**src/rtl/regfile_pkg.sv**
```systemverilog
// ============================================================================
// Module  : regfile_pkg
// Brief   : Shared widths and entry type for the 8x8 register file write path
// Rev     : 1.0
// ============================================================================
`default_nettype none

package regfile_pkg;
    localparam int DATA_W   = 8;
    localparam int ADDR_W   = 3;
    localparam int NUM_REGS = 1 << ADDR_W;

    typedef struct packed {
        logic [ADDR_W-1:0] rnum;
        logic [DATA_W-1:0] data;
    } wb_entry_t;
endpackage

`default_nettype wire

```
**src/rtl/wb_fwd_match.sv**
```systemverilog
// ============================================================================
// Module  : wb_fwd_match
// Brief   : Youngest-match search over an age-ordered list (index 0 = oldest)
// Rev     : 1.0
// ============================================================================
`default_nettype none

module wb_fwd_match #(
    parameter int N      = 5,
    parameter int DATA_W = 8,
    parameter int ADDR_W = 3
) (
    input  logic [ADDR_W-1:0]         i_rd_num,
    input  logic [N-1:0]              i_vld,
    input  logic [N-1:0][ADDR_W-1:0]  i_reg,
    input  logic [N-1:0][DATA_W-1:0]  i_data,
    output logic                      o_hit,
    output logic [DATA_W-1:0]         o_data
);

    // Later indices are younger, so the last match in the scan wins.
    always_comb begin
        o_hit  = 1'b0;
        o_data = '0;
        for (int i = 0; i < N; i++) begin
            if (i_vld[i] && (i_reg[i] == i_rd_num)) begin
                o_hit  = 1'b1;
                o_data = i_data[i];
            end
        end
    end

endmodule

`default_nettype wire

```
**src/rtl/regfile_writeback_queue.sv**
```systemverilog
// ============================================================================
// Module  : regfile_writeback_queue
// Brief   : Buffered register-file write master with read-port forwarding
// Rev     : 1.0
// ============================================================================
`default_nettype none

module regfile_writeback_queue #(
    parameter int DATA_W = regfile_pkg::DATA_W,
    parameter int ADDR_W = regfile_pkg::ADDR_W,
    parameter int DEPTH  = 4
) (
    input  logic                         clk,
    input  logic                         reset,
    input  logic                         in_valid,
    output logic                         in_ready,
    input  logic [ADDR_W-1:0]            in_reg,
    input  logic [DATA_W-1:0]            in_data,
    input  logic                         drain_en,
    input  logic                         flush,
    output logic                         wr_en,
    output logic [ADDR_W-1:0]            wr_reg,
    output logic [DATA_W-1:0]            wr_data,
    input  logic [ADDR_W-1:0]            rd_num_1,
    input  logic [ADDR_W-1:0]            rd_num_2,
    output logic                         fwd_hit_1,
    output logic [DATA_W-1:0]            fwd_data_1,
    output logic                         fwd_hit_2,
    output logic [DATA_W-1:0]            fwd_data_2,
    output logic [$clog2(DEPTH+1)-1:0]   count,
    output logic                         empty
);

    localparam int PTR_W = $clog2(DEPTH);
    localparam int CNT_W = $clog2(DEPTH + 1);
    localparam int AGE_N = DEPTH + 1;

    logic [ADDR_W-1:0] r_mem_reg  [DEPTH];
    logic [DATA_W-1:0] r_mem_data [DEPTH];
    logic [PTR_W-1:0]  r_head;
    logic [PTR_W-1:0]  r_tail;
    logic [CNT_W-1:0]  r_count;
    logic              r_wr_en;
    logic [ADDR_W-1:0] r_wr_reg;
    logic [DATA_W-1:0] r_wr_data;

    logic w_full;
    logic w_push;
    logic w_pop;

    assign w_full = (r_count == CNT_W'(DEPTH));
    assign w_push = in_valid && !w_full && !flush;
    assign w_pop  = drain_en && (r_count != '0) && !flush;

    // Entry storage is never reset; occupancy alone decides what is valid.
    always_ff @(posedge clk) begin
        if (w_push) begin
            r_mem_reg[r_tail]  <= in_reg;
            r_mem_data[r_tail] <= in_data;
        end
    end

    always_ff @(posedge clk or negedge reset) begin
        if (!reset) begin
            r_head    <= '0;
            r_tail    <= '0;
            r_count   <= '0;
            r_wr_en   <= 1'b0;
            r_wr_reg  <= '0;
            r_wr_data <= '0;
        end else if (flush) begin
            r_head  <= '0;
            r_tail  <= '0;
            r_count <= '0;
            r_wr_en <= 1'b0;
        end else begin
            if (w_push) begin
                r_tail <= r_tail + PTR_W'(1);
            end
            if (w_pop) begin
                r_head    <= r_head + PTR_W'(1);
                r_wr_reg  <= r_mem_reg[r_head];
                r_wr_data <= r_mem_data[r_head];
            end
            r_wr_en <= w_pop;
            r_count <= r_count + CNT_W'(w_push) - CNT_W'(w_pop);
        end
    end

    // Age-ordered view: slot 0 is the output stage, then queue oldest..newest.
    logic [AGE_N-1:0]             w_age_vld;
    logic [AGE_N-1:0][ADDR_W-1:0] w_age_reg;
    logic [AGE_N-1:0][DATA_W-1:0] w_age_data;

    assign w_age_vld[0]  = r_wr_en;
    assign w_age_reg[0]  = r_wr_reg;
    assign w_age_data[0] = r_wr_data;

    for (genvar k = 0; k < DEPTH; k++) begin : g_age
        logic [PTR_W-1:0] w_idx;
        assign w_idx            = r_head + PTR_W'(k);
        assign w_age_vld[k+1]   = (CNT_W'(k) < r_count);
        assign w_age_reg[k+1]   = r_mem_reg[w_idx];
        assign w_age_data[k+1]  = r_mem_data[w_idx];
    end

    wb_fwd_match #(.N(AGE_N), .DATA_W(DATA_W), .ADDR_W(ADDR_W)) u_fwd_1 (
        .i_rd_num (rd_num_1),
        .i_vld    (w_age_vld),
        .i_reg    (w_age_reg),
        .i_data   (w_age_data),
        .o_hit    (fwd_hit_1),
        .o_data   (fwd_data_1)
    );

    wb_fwd_match #(.N(AGE_N), .DATA_W(DATA_W), .ADDR_W(ADDR_W)) u_fwd_2 (
        .i_rd_num (rd_num_2),
        .i_vld    (w_age_vld),
        .i_reg    (w_age_reg),
        .i_data   (w_age_data),
        .o_hit    (fwd_hit_2),
        .o_data   (fwd_data_2)
    );

    assign in_ready = !w_full;
    assign wr_en    = r_wr_en;
    assign wr_reg   = r_wr_reg;
    assign wr_data  = r_wr_data;
    assign count    = r_count;
    assign empty    = (r_count == '0) && !r_wr_en;

endmodule

`default_nettype wire

```
**config.mk**
```make
export PLATFORM = sky130hd
export DESIGN_NAME = regfile_writeback_queue
export DESIGN_NICKNAME = d
export VERILOG_FILES = /design/src/rtl/regfile_pkg.sv /design/src/rtl/wb_fwd_match.sv /design/src/rtl/regfile_writeback_queue.sv
export SDC_FILE = /design/constraint.sdc
export NUM_CORES = 1
export LEC_CHECK = 0
export BUFFER_PORTS_ARGS = -buffer_cell sky130_fd_sc_hd__buf_2
export CORE_MARGIN = 2
export CORE_UTILIZATION = 58
export CTS_CLUSTER_SIZE = 10
export DETAILED_ROUTE_END_ITERATION = 6
export GPL_ROUTABILITY_DRIVEN = 0
export PLACE_DENSITY = 0.8
export SETUP_SLACK_MARGIN = 0.4
export SLEW_MARGIN = 10
export SYNTH_ARGS = -nofsm -noshare
export SYNTH_HDL_FRONTEND = slang
export SYNTH_SLANG_ARGS = --single-unit
export TNS_END_PERCENT = 1
```
**constraint.sdc**
```tcl
create_clock -name clk -period 2.9 [get_ports clk]
set_clock_uncertainty 0.1 [all_clocks]
set_input_delay 0.145 -clock clk [delete_from_list [all_inputs] [get_ports clk]]
set_output_delay 0.145 -clock clk [all_outputs]
set_load 0.05 [all_outputs]
```
# [Yosys cells after proc, flatten, opt, wreduce, memory -nomap -nowiden]
# Memory sizes are Yosys's and may differ from the RTL's.
# Index checks and enable logic that the tools add are counted.
[classes] n_bitwise=1 div=0 mul=0 eq_ne=11 magnitude_cmp=4 mux=28 add_sub_neg=6 shifts=0 reduce_logical=23
[op_table] cell="2-to-1 mux 8 bit" n=10
[op_table] cell="== test 3 bit" n=10
[op_table] cell="logical AND 1 bit" n=15
[op_table] cell="2-to-1 mux 1 bit" n=13
[op_table] cell="2-to-1 mux 2 bit" n=4
[op_table] cell="< comparator 1 x 3 -> 1 bit, first input constant" n=2
[op_table] cell="< comparator 2 x 3 -> 1 bit, first input constant" n=2
[op_table] cell="adder 2 x 1 -> 2 bit, second input constant" n=2
[op_table] cell="adder 2 bit, second input constant" n=2
[op_table] cell="nonzero test 2 bit" n=2
[op_table] cell="adder 3 x 1 -> 3 bit" n=1
[op_table] cell="== test 3 bit, second input constant" n=1
[op_table] cell="logical NOT 1 bit" n=3
[op_table] cell="logical NOT 3 bit" n=1
[op_table] cell="2-to-1 mux 3 bit" n=1
[op_table] cell="nonzero test 3 bit" n=1
[op_table] cell="subtractor 3 x 1 -> 3 bit" n=1
[op_table] cell="AND reduction 2 bit" n=1
[op_table] cell="NOT 1 bit" n=1
[totals] mem_bits_rw=44 out_inout_bits=35 romBits=0 latchBits=0 inputBits=22 memories=2 register_bits=19
[mem_list] memory="r_mem_data" words=4 width=8 rd=4 rd_ports_with_merged_regs=0 write_ports=1 line_no="regfile_writeback_queue.sv:39" source="logic [DATA_W-1:0] r_mem_data [DEPTH];"
[mem_list] memory="r_mem_reg" words=4 width=3 rd=4 rd_ports_with_merged_regs=0 write_ports=1 line_no="regfile_writeback_queue.sv:38" source="logic [ADDR_W-1:0] r_mem_reg [DEPTH];"

# [Logic depth before layout (Yosys ltp)]
[depth] word_depth=7 mapped_depth=12 ltp_nobuf=12

# [Modules after synthesis]
# A second synthesis with hierarchy kept.
[unflattened] hier_cells=356 area_unflattened_um2=4539.4
[by_module_without_submodules] mod="regfile_writeback_queue" area_each_um2=3465.8 cells_per_inst=188 instances=1
[by_module_without_submodules] mod="wb_fwd_match" area_each_um2=536.8 cells_per_inst=84 instances=2

# [Least setup slack after synthesis]
# Ideal clock, no wire load.
[synth_path] path_kind="flip-flop to output port" from="reg r_count[2], in the netlist count[2]" to="out fwd_data_2[0]" setup_slack_ps=-818 path_stages_with_launch=11 arrival_time_ps=3473 t_required_ps=2655 path_cell_list="dfrtp_1 -> clkbuf_1 -> inv_1 -> ha_1 -> nor2b_1 -> a31o_2 -> a21oi_1 -> and3_1 -> buf_2 -> a211oi_1 -> o21ai_0"
[synth_via] elab_chain_len=6 elab_cells_between_ends=12
[synth_rtl] item="start: declaration" line_no="regfile_writeback_queue.sv:42" source="logic [CNT_W-1:0] r_count;"
[synth_rtl] item="start signal: assignment" line_no="regfile_writeback_queue.sv:86" source="r_count <= r_count + CNT_W'(w_push) - CNT_W'(w_pop);"
[synth_rtl] item="< comparator 1 x 3 -> 1 bit" line_no="regfile_writeback_queue.sv:102" source="assign w_age_vld[k+1] = (CNT_W'(k) < r_count);"
[synth_rtl] item="logical AND 1 bit" line_no="wb_fwd_match.sv:26" source="if (i_vld[i] && (i_reg[i] == i_rd_num)) begin"
[synth_rtl] item="2-to-1 mux 8 bit (3 in series)" line_no="wb_fwd_match.sv:26"
[synth_rtl] item="2-to-1 mux 8 bit *" line_no="wb_fwd_match.sv:26"
[synth_rtl] item="end: declaration" line_no="regfile_writeback_queue.sv:29" source="output logic [DATA_W-1:0] fwd_data_2,"
# Every way passes the cells marked *; elsewhere a longest branch is shown, timed or not.

# [Worst setup path after layout]
[layout_path] from="reg r_head[0]" to="out fwd_data_1[1]"
[layout_via] elab_chain_len=7 elab_cells_between_ends=17
[layout_rtl] item="start: declaration" line_no="regfile_writeback_queue.sv:40" source="logic [PTR_W-1:0] r_head;"
[layout_rtl] item="start signal: assignment" line_no="regfile_writeback_queue.sv:81" source="r_head <= r_head + PTR_W'(1);"
[layout_rtl] item="adder 2 x 1 -> 2 bit or memory (4 x 3 bit) (tied branches)"
[layout_rtl] item="memory (4 x 3 bit) or == test 3 bit (tied branches)"
[layout_rtl] item="== test 3 bit or logical AND 1 bit (tied branches)" line_no="wb_fwd_match.sv:26"
[layout_rtl] item="logical AND 1 bit or 2-to-1 mux 8 bit (tied branches)" line_no="wb_fwd_match.sv:26"
[layout_rtl] item="2-to-1 mux 8 bit (2 in series)" line_no="wb_fwd_match.sv:26"
[layout_rtl] item="2-to-1 mux 8 bit *" line_no="wb_fwd_match.sv:26"
[layout_rtl] item="end: declaration" line_no="regfile_writeback_queue.sv:27" source="output logic [DATA_W-1:0] fwd_data_1,"
# Marks and branches as above.

==> reports/qor.yml <==
outcome:
  run_status: "complete, but fails checks"
  violations: "negative setup slack"
pwr:
  p_leak_uw: 0.00233
  p_comb_frac: 0.587
  power_frac_seq: 0.239
  intPower_uw: 2870
  p_clk_frac: 0.174
  netSwitchingPower_uw: 2630
  power_density_nw_per_um2: 910
  vdd_drop_max_uv: 605
  sw_frac_of_total: 0.478
final_layout:
  final_area_um2: 6040
  stdcell_count: 632
  finish.utilization: 0.773
  largest_reg_flops: 32
  syn_to_final_growth_pct: 27.8
  antenna_cells: 0
  drive_gt1_frac: 0.357
  fin_nets: 556
clocking:
  htreeDepth: 3
  cts_root_buf: "clkbuf_8"
  cts-buffers-inserted: 9
  numClockSinks: 63
  clock_path_buffers: 2
  cts_tree: "yes"
  clk_pin_slew_ps: 90
  clkLatencyLatePin_ps: 360
logic_synthesis:
  ys_warn_count: 0
  syn-num-nets: 494
  synth_most_common_cell: "mux2i_1"
  synth_top_area_frac: 0.280
  synth_top_family_by_area: "multiplexers"
  synthTopCellsByCount: "55 x mux2i_1, 44 x edfxtp_1, 37 x nor2_1"
  synthDistinctLibCells: 46
  synth_async_sr_flop_share: 0.302
  netlist_instances: 463
  synth_edf_count: 44
  synth_fa_ha_area_frac: 0.0254
  synthFlopType: "edfxtp_1"
  synth-simple-area-share: 0.128
  synth_top_cell_by_area: "edfxtp_1"
  synth_compound_area_frac: 0.148
  synth-seq-cells: 63
  synth.area.top_cells: "edfxtp_1 28%, mux2i_1 12%, dfrtp_1 10%, mux2_2 4.5%, xnor2_1 4.1%"
  avgSynthCellArea_um2: 10.2
  ys_seq_area_frac: 0.380
  synthMuxAreaShare: 0.203
  syn_area_um2: 4720
  synth_xor_xnor_area_share: 0.0575
global_route:
  grt_pass1_wl_mm: 19.5
  grt_max_degree: 43
  gr-total-overflow: 0
  antenna_found_initial: 0
  grt_pass1_vias: 3696
  globalRouteTotalUtil: 0.287
critical_path:
  critPathMaxStageDelay_ps: 580
  cp_slowest_cell: "mux4_2"
  crit_arrival_ps: 2880
  crit_path_max_fanout: 8
  path_cells: "mux4_2 > xor2_1 > a2111oi_4 > nor2_4 > a221oi_4 > o31ai_4 > buf_6"
  cp-end-kind: "output port"
  startpoint_type: "flop"
  path_class: "flop to output port"
  cp_data_required_time_ps: 2650
place:
  io_buffers: 56
  dp_hpwl_mm: 8.64
  dpl_cell_area_um2: 5220
  place_inst: 599
route:
  antenna_left: 0
  routed_wl_mm: 12.3
  drc: 0
  vias_per_cell: 6.24
  wl_per_cell_um: 19.4
  drt-pass1-iter-count: 5
  vias: 3944
  first_iter_violations: 338
floorplanning:
  core-area_um2: 7810
  die_w_um: 94.3
  rows: 32
  io_pins: 57
  die_h_um: 94.3
  start_util: 0.605
  die_area_um2: 8880
sta:
  fin_crit_sh: 1.08
  rsz0062_at_grt: "yes"
  slew_headroom: 0.623
  setup_tns_ps: -1910
  setup_slack_ps: -222
  drv_slew: 0
  setup_viol: 16
  final-hold-violation-count: 0
  max_freq_ghz: 0.320
  worst_pin_slew_ps: 565
  layout_min_cycle_time_ps: 3120
hold_path:
  hp-class: "input pin to flop"
job:
  cap_viol_max_count: 0
-- repair_timing --
action | CTS | global route
buffers inserted | 2 | 2
hold buffers | 13 | 0
endpoints found under the setup margin | 18 | 20
endpoints found under the hold margin | 64 | 0
resized for setup | 79 | 19
pin swaps | 8 | 8
-- metal layers --
| metal | track usage | vias to the layer above | part of all wire |
|---|---|---|---|
| li1 | - | 1831 | - |
| met1 | 0.400 | 1876 | 0.44 |
| met2 | 0.453 | 199 | 0.45 |
| met3 | 0.0465 | 38 | 0.072 |
| met4 | 0.103 | 0 | 0.033 |
| met5 | 0 | - | 0 |
-- power groups by stage --
stage,clock network [uW],logic [uW],registers (uW)
detailed placement,0,2740,1310
CTS,956,3080,1300
global route,1000,3400,1340
floorplan,0,2290,1290
finish,957,3220,1310
global placement,0,2690,1290
-- cell families (layout without fill, tap and decap cells) --
kind of cell,Yosys count,in the layout
and+or+nand+nor,122,122
AOI/OAI and AO/OA,102,102
muxes,83,83
DFF,63,63
buffers and inverters,53,120
xor gates and xnor gates,31,31
adders and majority gates,9,9
-- critical path, delay by kind of cell (launching register included) --
family	cells	cell delay [ps]
flops	1	450
mux	1	580
xor+xnor	1	190
compound gates	3	920
simple gates	1	190
buf+inv	1	180
-- cell type report --
cell class / instances / area (um2)
multi-input cells: 347 / 3060
flip-flops and latches: 63 / 1800
fillers: 468 / 1770
repair buffers: 94 / 764
well taps: 102 / 128
clock buffers: 9 / 124
clock inverters: 7 / 119
inverters: 10 / 37.5
-- through the flow --
step / total power (uW) / setup slack [ps] / hold WS (ps)
2_1_floorplan: 3590 / 161 / -251
6_report: 5490 / -222 / 39.3
3_3_place_gp: 3980 / 112 / 17.0
3_5_place_dp: 4050 / -8.03 / 27.9
4_1_cts: 5340 / -124 / 11.2
5_1_grt: 5730 / -283 / 50.2
-- cell usage in the layout, fill, tap and decap left out, drive strengths merged, types with 3 or more instances in the layout --
cell type     n
a21oi        18
mux2i        56
a221oi        8
a211oi       10
nor2b        15
nand2        29
dfrtp        19
mux4          8
buf          81
dlygate4sd3  13
o31ai        10
and2         12
nand3         4
nor2         38
bufinv        3
o21ai        28
inv          11
mux2         19
o31a          7
xnor2        22
ha            8
a31oi        10
clkbuf        9
nand4         4
nor3         10
edfxtp       44
o211a         6
xor2          9
-- final timing paths --
| path | start | end | slack (ps) | cells past startpoint |
|---|---|---|---|---|
| min | flush | r_head[0] | 40 | 2 |
| max | r_head[0] | fwd_data_1[1] | -220 | 7 |
| max reg2reg | count[1] | count[2] | 570 | 12 |
| min reg2reg | r_tail[1] | r_tail[1] | 490 | 2 |
| max in group asynchronous | reset | r_head[1] | 2170 | 2 |
| min in group asynchronous | reset | r_head[0] | 170 | 2 |
Note: power is estimated with default switching activity, not from simulation.
